$ cat config.mk
export PLATFORM = sky130hd
export DESIGN_NAME = seq_calc
export DESIGN_NICKNAME = d
export VERILOG_FILES = /design/src/rtl/seq_calc_pkg.sv /design/src/rtl/seq_calc_mul.sv /design/src/rtl/seq_calc.sv
export SDC_FILE = /design/constraint.sdc
export NUM_CORES = 1
export LEC_CHECK = 0
export ABC_CLOCK_PERIOD_IN_PS = 4200
export BUFFER_PORTS_ARGS = -buffer_cell sky130_fd_sc_hd__buf_2
export CAP_MARGIN = 25
export CORE_MARGIN = 3
export CORE_UTILIZATION = 25
export CTS_CLUSTER_SIZE = 20
export DETAILED_ROUTE_END_ITERATION = 12
export SYNTH_ARGS = -nofsm -noshare
export SYNTH_HDL_FRONTEND = slang
export SYNTH_SLANG_ARGS = --single-unit
$ cat constraint.sdc
create_clock -name CLOCK_50 -period 4.2 [get_ports CLOCK_50]
set_input_delay 0.84 -clock CLOCK_50 [delete_from_list [all_inputs] [get_ports CLOCK_50]]
set_output_delay 0.84 -clock CLOCK_50 [all_outputs]
set_load 0.03 [all_outputs]
$ cat src/rtl/seq_calc_pkg.sv
// Shared opcode and FSM state types for the sequential calculator.
package seq_calc_pkg;

  typedef enum logic [2:0] {
    OP_ADD  = 3'b000,
    OP_SUB  = 3'b001,
    OP_NEG  = 3'b010,
    OP_MUL  = 3'b011,
    OP_ABS  = 3'b100,
    OP_MIN  = 3'b101,
    OP_MAX  = 3'b110,
    OP_PASS = 3'b111
  } op_t;

  typedef enum logic [1:0] {
    IDLE = 2'b00,
    EXEC = 2'b01,
    MULT = 2'b10,
    DONE = 2'b11
  } state_t;

endpackage

$ cat src/rtl/seq_calc_mul.sv
// Iterative WIDTH-cycle signed multiplier: shift-add on operand magnitudes, sign applied at the end.
module seq_calc_mul #(
  parameter int WIDTH = 8
) (
  input  logic                 CLOCK_50,
  input  logic                 Reset,
  input  logic                 load,
  input  logic [WIDTH-1:0]     a,
  input  logic [WIDTH-1:0]     b,
  output logic [2*WIDTH-1:0]   prod,
  output logic                 fin
);

  localparam int CW = $clog2(WIDTH + 1);

  logic [2*WIDTH-1:0] mcand;
  logic [2*WIDTH-1:0] acc;
  logic [2*WIDTH-1:0] sum;
  logic [WIDTH-1:0]   mplier;
  logic [WIDTH-1:0]   mag_a;
  logic [WIDTH-1:0]   mag_b;
  logic               neg;
  logic [CW-1:0]      cnt;

  // The magnitude of -2^(WIDTH-1) still fits when read as unsigned.
  assign mag_a = a[WIDTH-1] ? -a : a;
  assign mag_b = b[WIDTH-1] ? -b : b;

  // prod includes the step in progress, so it is final while fin is high.
  assign sum  = acc + (mplier[0] ? mcand : '0);
  assign prod = neg ? -sum : sum;
  assign fin  = (cnt == CW'(1));

  always_ff @(posedge CLOCK_50) begin
    if (Reset) begin
      mcand  <= '0;
      acc    <= '0;
      mplier <= '0;
      neg    <= 1'b0;
      cnt    <= '0;
    end else if (load) begin
      mcand  <= {{WIDTH{1'b0}}, mag_a};
      acc    <= '0;
      mplier <= mag_b;
      neg    <= a[WIDTH-1] ^ b[WIDTH-1];
      cnt    <= CW'(WIDTH);
    end else if (cnt != '0) begin
      acc    <= sum;
      mcand  <= mcand << 1;
      mplier <= mplier >> 1;
      cnt    <= cnt - CW'(1);
    end
  end

endmodule

$ cat src/rtl/seq_calc.sv
// Clocked signed calculator with start/busy/done handshake and an iterative multiply.
// Define SEQ_CALC_ACC_EN to add an accumulator that can replace operand A (use_acc).
//
// state | meaning
// IDLE  | waiting for start
// EXEC  | single-cycle ALU op in progress
// MULT  | shift-add multiply, WIDTH cycles
// DONE  | result/ovf valid this cycle; new start accepted
module seq_calc
  import seq_calc_pkg::*;
#(
  parameter int WIDTH = 8
) (
  input  logic             CLOCK_50,
  input  logic             Reset,
  input  logic             start,
  input  logic [2:0]       op,
  input  logic [WIDTH-1:0] a,
  input  logic [WIDTH-1:0] b,
  input  logic             use_acc,
  output logic             busy,
  output logic             done,
  output logic [WIDTH-1:0] result,
  output logic             ovf
);

  localparam logic [WIDTH-1:0] MOST_NEG = {1'b1, {(WIDTH-1){1'b0}}};
  localparam int               M        = WIDTH - 1;

  state_t             state, state_nx;
  op_t                rop;
  logic [WIDTH-1:0]   ra, rb;
  logic [WIDTH-1:0]   a_src;
  logic               accept, mul_load, mul_fin, load_res;
  logic [2*WIDTH-1:0] mul_prod;
  logic [WIDTH:0]     mul_hi;
  logic [WIDTH-1:0]   alu_sum, alu_dif, alu_neg, alu_res, res_nx;
  logic               alu_ovf, ovf_nx;

`ifdef SEQ_CALC_ACC_EN
  logic [WIDTH-1:0] acc;

  assign a_src = use_acc ? acc : a;

  always_ff @(posedge CLOCK_50) begin
    if (Reset)         acc <= '0;
    else if (load_res) acc <= res_nx;
  end
`else
  logic unused_use_acc;

  assign unused_use_acc = use_acc;
  assign a_src          = a;
`endif

  always_ff @(posedge CLOCK_50) begin
    if (Reset) state <= IDLE;
    else       state <= state_nx;
  end

  always_comb begin
    state_nx = state;
    busy     = 1'b0;
    done     = 1'b0;
    accept   = 1'b0;
    mul_load = 1'b0;
    load_res = 1'b0;
    case (state)
      IDLE, DONE: begin
        done = (state == DONE);
        if (start) begin
          accept   = 1'b1;
          mul_load = (op_t'(op) == OP_MUL);
          state_nx = mul_load ? MULT : EXEC;
        end else begin
          state_nx = IDLE;
        end
      end
      EXEC: begin
        busy     = 1'b1;
        load_res = 1'b1;
        state_nx = DONE;
      end
      MULT: begin
        busy = 1'b1;
        if (mul_fin) begin
          load_res = 1'b1;
          state_nx = DONE;
        end
      end
      default: state_nx = IDLE;
    endcase
  end

  seq_calc_mul #(.WIDTH(WIDTH)) u_mul (
    .CLOCK_50 (CLOCK_50),
    .Reset    (Reset),
    .load     (mul_load),
    .a        (a_src),
    .b        (b),
    .prod     (mul_prod),
    .fin      (mul_fin)
  );

  assign alu_sum = ra + rb;
  assign alu_dif = ra - rb;
  assign alu_neg = -ra;

  always_comb begin
    alu_res = '0;
    alu_ovf = 1'b0;
    case (rop)
      OP_ADD: begin
        alu_res = alu_sum;
        alu_ovf = (ra[M] == rb[M]) && (alu_sum[M] != ra[M]);
      end
      OP_SUB: begin
        alu_res = alu_dif;
        alu_ovf = (ra[M] != rb[M]) && (alu_dif[M] != ra[M]);
      end
      OP_NEG: begin
        alu_res = alu_neg;
        alu_ovf = (ra == MOST_NEG);
      end
      OP_ABS: begin
        alu_res = ra[M] ? alu_neg : ra;
        alu_ovf = (ra == MOST_NEG);
      end
      OP_MIN:  alu_res = ($signed(ra) < $signed(rb)) ? ra : rb;
      OP_MAX:  alu_res = ($signed(ra) > $signed(rb)) ? ra : rb;
      OP_PASS: alu_res = ra;
      default: alu_res = '0;
    endcase
  end

  // Product fits in WIDTH signed bits only if its top WIDTH+1 bits are all equal.
  assign mul_hi = mul_prod[2*WIDTH-1:WIDTH-1];
  assign res_nx = (state == MULT) ? mul_prod[WIDTH-1:0] : alu_res;
  assign ovf_nx = (state == MULT) ? !((&mul_hi) || (~|mul_hi)) : alu_ovf;

  always_ff @(posedge CLOCK_50) begin
    if (Reset) begin
      ra     <= '0;
      rb     <= '0;
      rop    <= OP_ADD;
      result <= '0;
      ovf    <= 1'b0;
    end else begin
      if (accept) begin
        ra  <= a_src;
        rb  <= b;
        rop <= op_t'(op);
      end
      if (load_res) begin
        result <= res_nx;
        ovf    <= ovf_nx;
      end
    end
  end

endmodule

# Yosys cells after proc, flatten, opt, wreduce, memory -nomap -nowiden
# Index checks and enable logic that the tools add are counted.
[classes]
add_sub_neg = 8
magnitude_cmp = 2
eq_ne = 17
mux = 29
bitwise = 1
n_reduce_logical = 15
[ops]
columns = ["op", "n"]
rows = [
  ["$mux 8", 10],
  ["$pmux 8 s7", 1],
  ["$mux 16", 2],
  ["$neg 8->8", 3],
  ["$add 16x16->16", 1],
  ["$neg 16->16", 1],
  ["$eq 3x3->1 const B", 4],
  ["$reduce_and 9->1", 1],
  ["$reduce_or 9->1", 1],
  ["$add 8x8->8", 1],
  ["$eq 8x8->1 const B", 1],
  ["$gt 8x8->1", 1],
  ["$lt 8x8->1", 1],
  ["$mux 1", 8],
  ["$mux 4", 2],
  ["$reduce_or 2->1", 4],
  ["$sub 8x8->8", 1],
  ["$eq 3x2->1 const B", 2],
  ["$mux 2", 3],
  ["$pmux 2 s3", 1],
  ["$eq 2x2->1 const B", 2],
  ["$eq 4x1->1 const B", 1],
  ["$reduce_bool 4->1", 1],
  ["$sub 4x1->4 const B", 1],
  ["14 further kinds", 18],
]
[totals]
regBits = 75
in_bits = 23
output_inout_bits = 11
word_cells = 85

# Logic depth before layout (Yosys ltp)
[depth]
depth_word = 9
ltp_mapped = 15
ltp_nobuf = 15

# Cells and area by module
# A second synthesis with hierarchy kept.
[unflattened]
cells_unflattened = 812
hier_area_um2 = 6057.1
[by_module_without_submodules]
columns = ["module", "instances", "cells_each", "area_each_um2", "seq_area_each_um2"]
rows = [
  ["seq_calc_mul", 1, 424, 3235.6, 900.9],
  ["seq_calc", 1, 388, 2821.5, 600.6],
]

# Worst setup path before layout
# Ideal clock, no wire load.
[synth_path]
path_type = "register to register"
start = "reg u_mul.mplier[0]"
end = "reg ovf"
setup_ps = 127
arrival_ps = 3363
t_required_ps = 4073
setup_slack_ps = 710
path_stages_with_launch = 15
n_path_buf = 0
period_less_slack_ps = 3490
path_cell_list = "dfxtp_1 and2_1 ha_1 fa_1 a21o_1 a22o_4 o41ai_4 o21bai_2 a31o_1 a21oi_2 xnor2_1 o41ai_2 xnor2_1 nor4b_1 o31ai_1"
[synth_between]
elab_chain_cells = 9
elab_cells_between_ends = 10
classes_between = "2 x add/sub; 3 x mux; 5 x reduce/logical"
[synth_lines]
columns = ["item", "line", "rtl"]
rows = [
  ["from (decl)", "seq_calc_mul.sv:19", "logic [WIDTH-1:0] mplier;"],
  ["from (signal assigned)", "seq_calc_mul.sv:44", "mplier <= mag_b;"],
  ["from (signal assigned)", "seq_calc_mul.sv:50", "mplier <= mplier >> 1;"],
  ["$mux 16 (*)", "seq_calc_mul.sv:30", "assign sum = acc + (mplier[0] ? mcand : '0);"],
  ["$add 16x16->16 (*)", "seq_calc_mul.sv:30", ""],
  ["$neg 16->16", "seq_calc_mul.sv:31", "assign prod = neg ? -sum : sum;"],
  ["$mux 16 (*)", "seq_calc_mul.sv:31", ""],
  ["$reduce_or 9->1", "seq_calc.sv:139", "assign ovf_nx = (state == MULT) ? !((&mul_hi) || (~|mul_hi)) : alu_ovf;"],
  ["$logic_not 1->1", "seq_calc.sv:139", ""],
  ["$logic_or 1x1->1 (*)", "seq_calc.sv:139", ""],
  ["$logic_not 1->1 (*)", "seq_calc.sv:139", ""],
  ["$mux 1 (*)", "seq_calc.sv:139", ""],
  ["to (signal assigned)", "seq_calc.sv:156", "ovf <= ovf_nx;"],
  ["to (decl)", "seq_calc.sv:24", "output logic ovf"],
]
# Mark *: on every way between the ends. The rest lies on a longest branch, timed or not.
# A chain may end at the register's enable or synchronous reset.

# Worst setup path after layout
# Ends and elaborated chain as after synthesis.

==> summary.md <==
| Metric | Value |
|---|---|
| Antenna violations before repair | 0 |
| Layout cells sized above 1 | about a tenth |
| Clock Latency Late Sink | roughly 0.34 ns |
| Core area | 22700 µm² |
| Via count | 5427 |
| Max_cap viols | 0 |
| YS warnings | 0 |
| Ant. Diodes | 0 |
| ANT nets after route | 0 |
| Area Overhead vs Synth | 12.7% |
| Slew margin rel. | a little over a third |
| Status | finished clean |
| Commonest cells after routing, fill and taps aside | nand2_1 (145), a21oi_1 (88), dfxtp_1 (75) |
| Layout net count | 866 |
| Number of global-route vias before repair | around 4900 |
| Die W | roughly 160 µm |
| Fin crit share | about nine tenths |
| Peak VDD IR | between 0.2 and 0.25 mV |
| Setup TNS | 0 ns |
| Routed wire length | roughly 15 mm |
| Setup Skew | 0.00627 ns |
| CP Capture Type | register |
| Htree depth | 3 |
| Number of remaining DRC errors | 0 |
| Synthesized area | a little under 6000 µm² |
| Peak Freq | roughly 270 MHz |
| Commonest non-fill, non-tap cell in the layout | nand2_1 |
| Synth Register Bits | 75 |
| Crit path max fanout | 16 |
| Slew Limit Fails | 0 |
| Final Hold Fails | 0 |
| Placed insts | between 1000 and 1500 |
| Syn_nets | 856 |
| Vias per cell | roughly 5 |
| DP Wirelength | between 10 and 15 mm |
| Post-synthesis cell type count | 68 |
| Die ar. | about 25000 µm² |
| Cell taking the most area after synthesis | dfxtp_1 |
| Overall Global Routing Usage | 12.3% |
| Least-Margin Pin Slew | between 0.9 and 1 ns |
| Ports | 34 |
| Seq/Total Area, Yosys | between 20 and 30% |
| CTS sink cnt | 75 |
| Starting density of the core | approximately a quarter |
| Total gr overflow | 0 |
| Layout Cells excl Fill | approximately 1100 |
| GP Congestion | between 0.8 and 0.9 |
| Root Buffer Master | clkbuf_16 |
| Clk slew on worst S/H paths | about 0.060 ns |
| Detailed router's first-iteration violation count | about 360 |
| CTS Buffer Depth | 2 |
| RSZ-0062 raised after global routing | false |
| Routed len/inst | between 10 and 15 µm |
| Post-CTS Resized | 0 |
| Final setup viols | 0 |
| Min-Delay Path Class | reg2reg |
| Die Span Y | ~160 µm |
| Row cnt | between 50 and 60 |
| Largest net degree at the start of global routing | between 40 and 50 |
| CP required | approximately 4.4 ns |
| PortBufs | 32 |
| Leak | roughly 0.0026 µW |
| Clock period minus worst slack | between 3 and 4 ns |
| Final Core Density | 28.8% |
| Total CTS buffers | 9 |
| Mapped Cells | 789 |
| First-pass GRT wire length | about 25 mm |
| Synth Area per Inst | roughly 7.4 µm² |
| Primary FF master, synth | dfxtp_1 |
| Design Power | 3740 µW |
| CTS tree | done |
| Worst setup margin | around 0.45 ns |
| Crit start category | register |
| Setup CP Type | reg2reg |
| Ranking of synthesized cells by area | dfxtp_1 (26%), nand2_1 (9.4%), ha_1 (8.8%), a21oi_1 (7.6%), xnor2_1 (6.8%) |
| Pwr dens | 571 nW/µm² |
| Pre-CTS setup slack | around 0.47 ns |
| Post-synth ARST share | 0% |
| Setup bufs post-CTS | 0 |
| Share of the synthesized area in the top cell type | 25.8% |
| Post-synth EDFFs | 0 |
| DR pass1 iterations | 5 |
| CP arrival | about 4.0 ns |
| Number of hold buffers added after cts | 0 |
[path summary, 6_finish.rpt]
check	start	endpoint	slack, ns	cells after the start
worst max-delay path	u_mul.mplier[0]$_SDFFE_PP0P_	ovf$_SDFFE_PP0P_	0.45	14
worst min-delay path	u_mul.acc[7]$_SDFFE_PP0P_	u_mul.acc[7]$_SDFFE_PP0P_	0.46	2
worst max register to register	u_mul.mplier[0]$_SDFFE_PP0P_	ovf$_SDFFE_PP0P_	0.45	14
worst min register to register	u_mul.acc[7]$_SDFFE_PP0P_	u_mul.acc[7]$_SDFFE_PP0P_	0.46	2
[cell type report]
class | count | area (µm²)
clock inverters | 6 | 42.5
inverters | 37 | 139
well taps | 285 | 357
repair buffers | 44 | 290
multi-input cells | 632 | 3990
clock buffers | 9 | 225
fillers | 2497 | 16200
flip-flops and latches | 75 | 1500
[cell usage after synthesis (all sizes together), types with 8 or more instances]
| cell type | instances |
|---|---|
| nand2 | 145 |
| a21oi | 89 |
| dfxtp | 75 |
| nor2 | 62 |
| xnor2 | 45 |
| ha | 41 |
| clkbuf | 40 |
| inv | 37 |
| o21ai | 27 |
| and2 | 20 |
| nor3 | 20 |
| a211oi | 18 |
| a311oi | 15 |
| nand3 | 15 |
| a21o | 9 |
| a31oi | 9 |
| and3 | 9 |
| nand2b | 8 |
[sequential cells by signal, indices dropped and copies added (netlist names)]
register and count:
state 2, rop 3, u_mul.mplier 8, u_mul.neg 1
ovf 1, u_mul.mcand 16, result 8, u_mul.acc 16
ra 8, u_mul.cnt 4, rb 8
[per-stage QoR]
stage | cell area, µm² | hold WS, ns
after global routing | 6550 | 0.481
final | 6550 | 0.459
after global placement | 6210 | 0.444
after CTS | 6480 | 0.461
after detailed placement | 6210 | 0.451
after floorplan | 5810 | 0.432
[worst max-delay path, stage by stage, from the launching register on]
cell and delay [ns]:
dfxtp_1 0.30, buf_4 0.18, and2_1 0.20, ha_1 0.32, a21o_1 0.20, a2111oi_0 0.45, o211ai_1 0.21, a211oi_2 0.37
nand3_1 0.17, or3_4 0.46, o21bai_1 0.16, a21oi_1 0.15, a41o_1 0.11, nor4b_1 0.24, o31ai_1 0.12
[where the power goes]
group / internal (µW) / switching (µW)
Combinational: 764 / 1240
Clock: 397 / 317
Sequential: 852 / 165
[kinds of logic after synthesis]
| family | after synthesis | share of synthesized area, % |
|---|---|---|
| and+or+nand+nor | 308 | 24.1 |
| AOI/OAI and AO/OA | 224 | 26.1 |
| buffers and inverters | 82 | 5.47 |
| DFF | 75 | 25.8 |
| xor gates and xnor gates | 49 | 7.39 |
| adders and majority gates | 44 | 9.86 |
| muxes | 7 | 1.25 |
[per-layer routing]
layer / vias to the layer above / part of all wire (%) / GRT usage, %
li1: 2792 / - / -
met1: 2526 / 52 / 18.2
met2: 97 / 42 / 18.2
met3: 12 / 4.7 / 2.36
met4: 0 / 1.3 / 3.32
met5: - / 0 / 0
(Power assumes the default switching activity.)
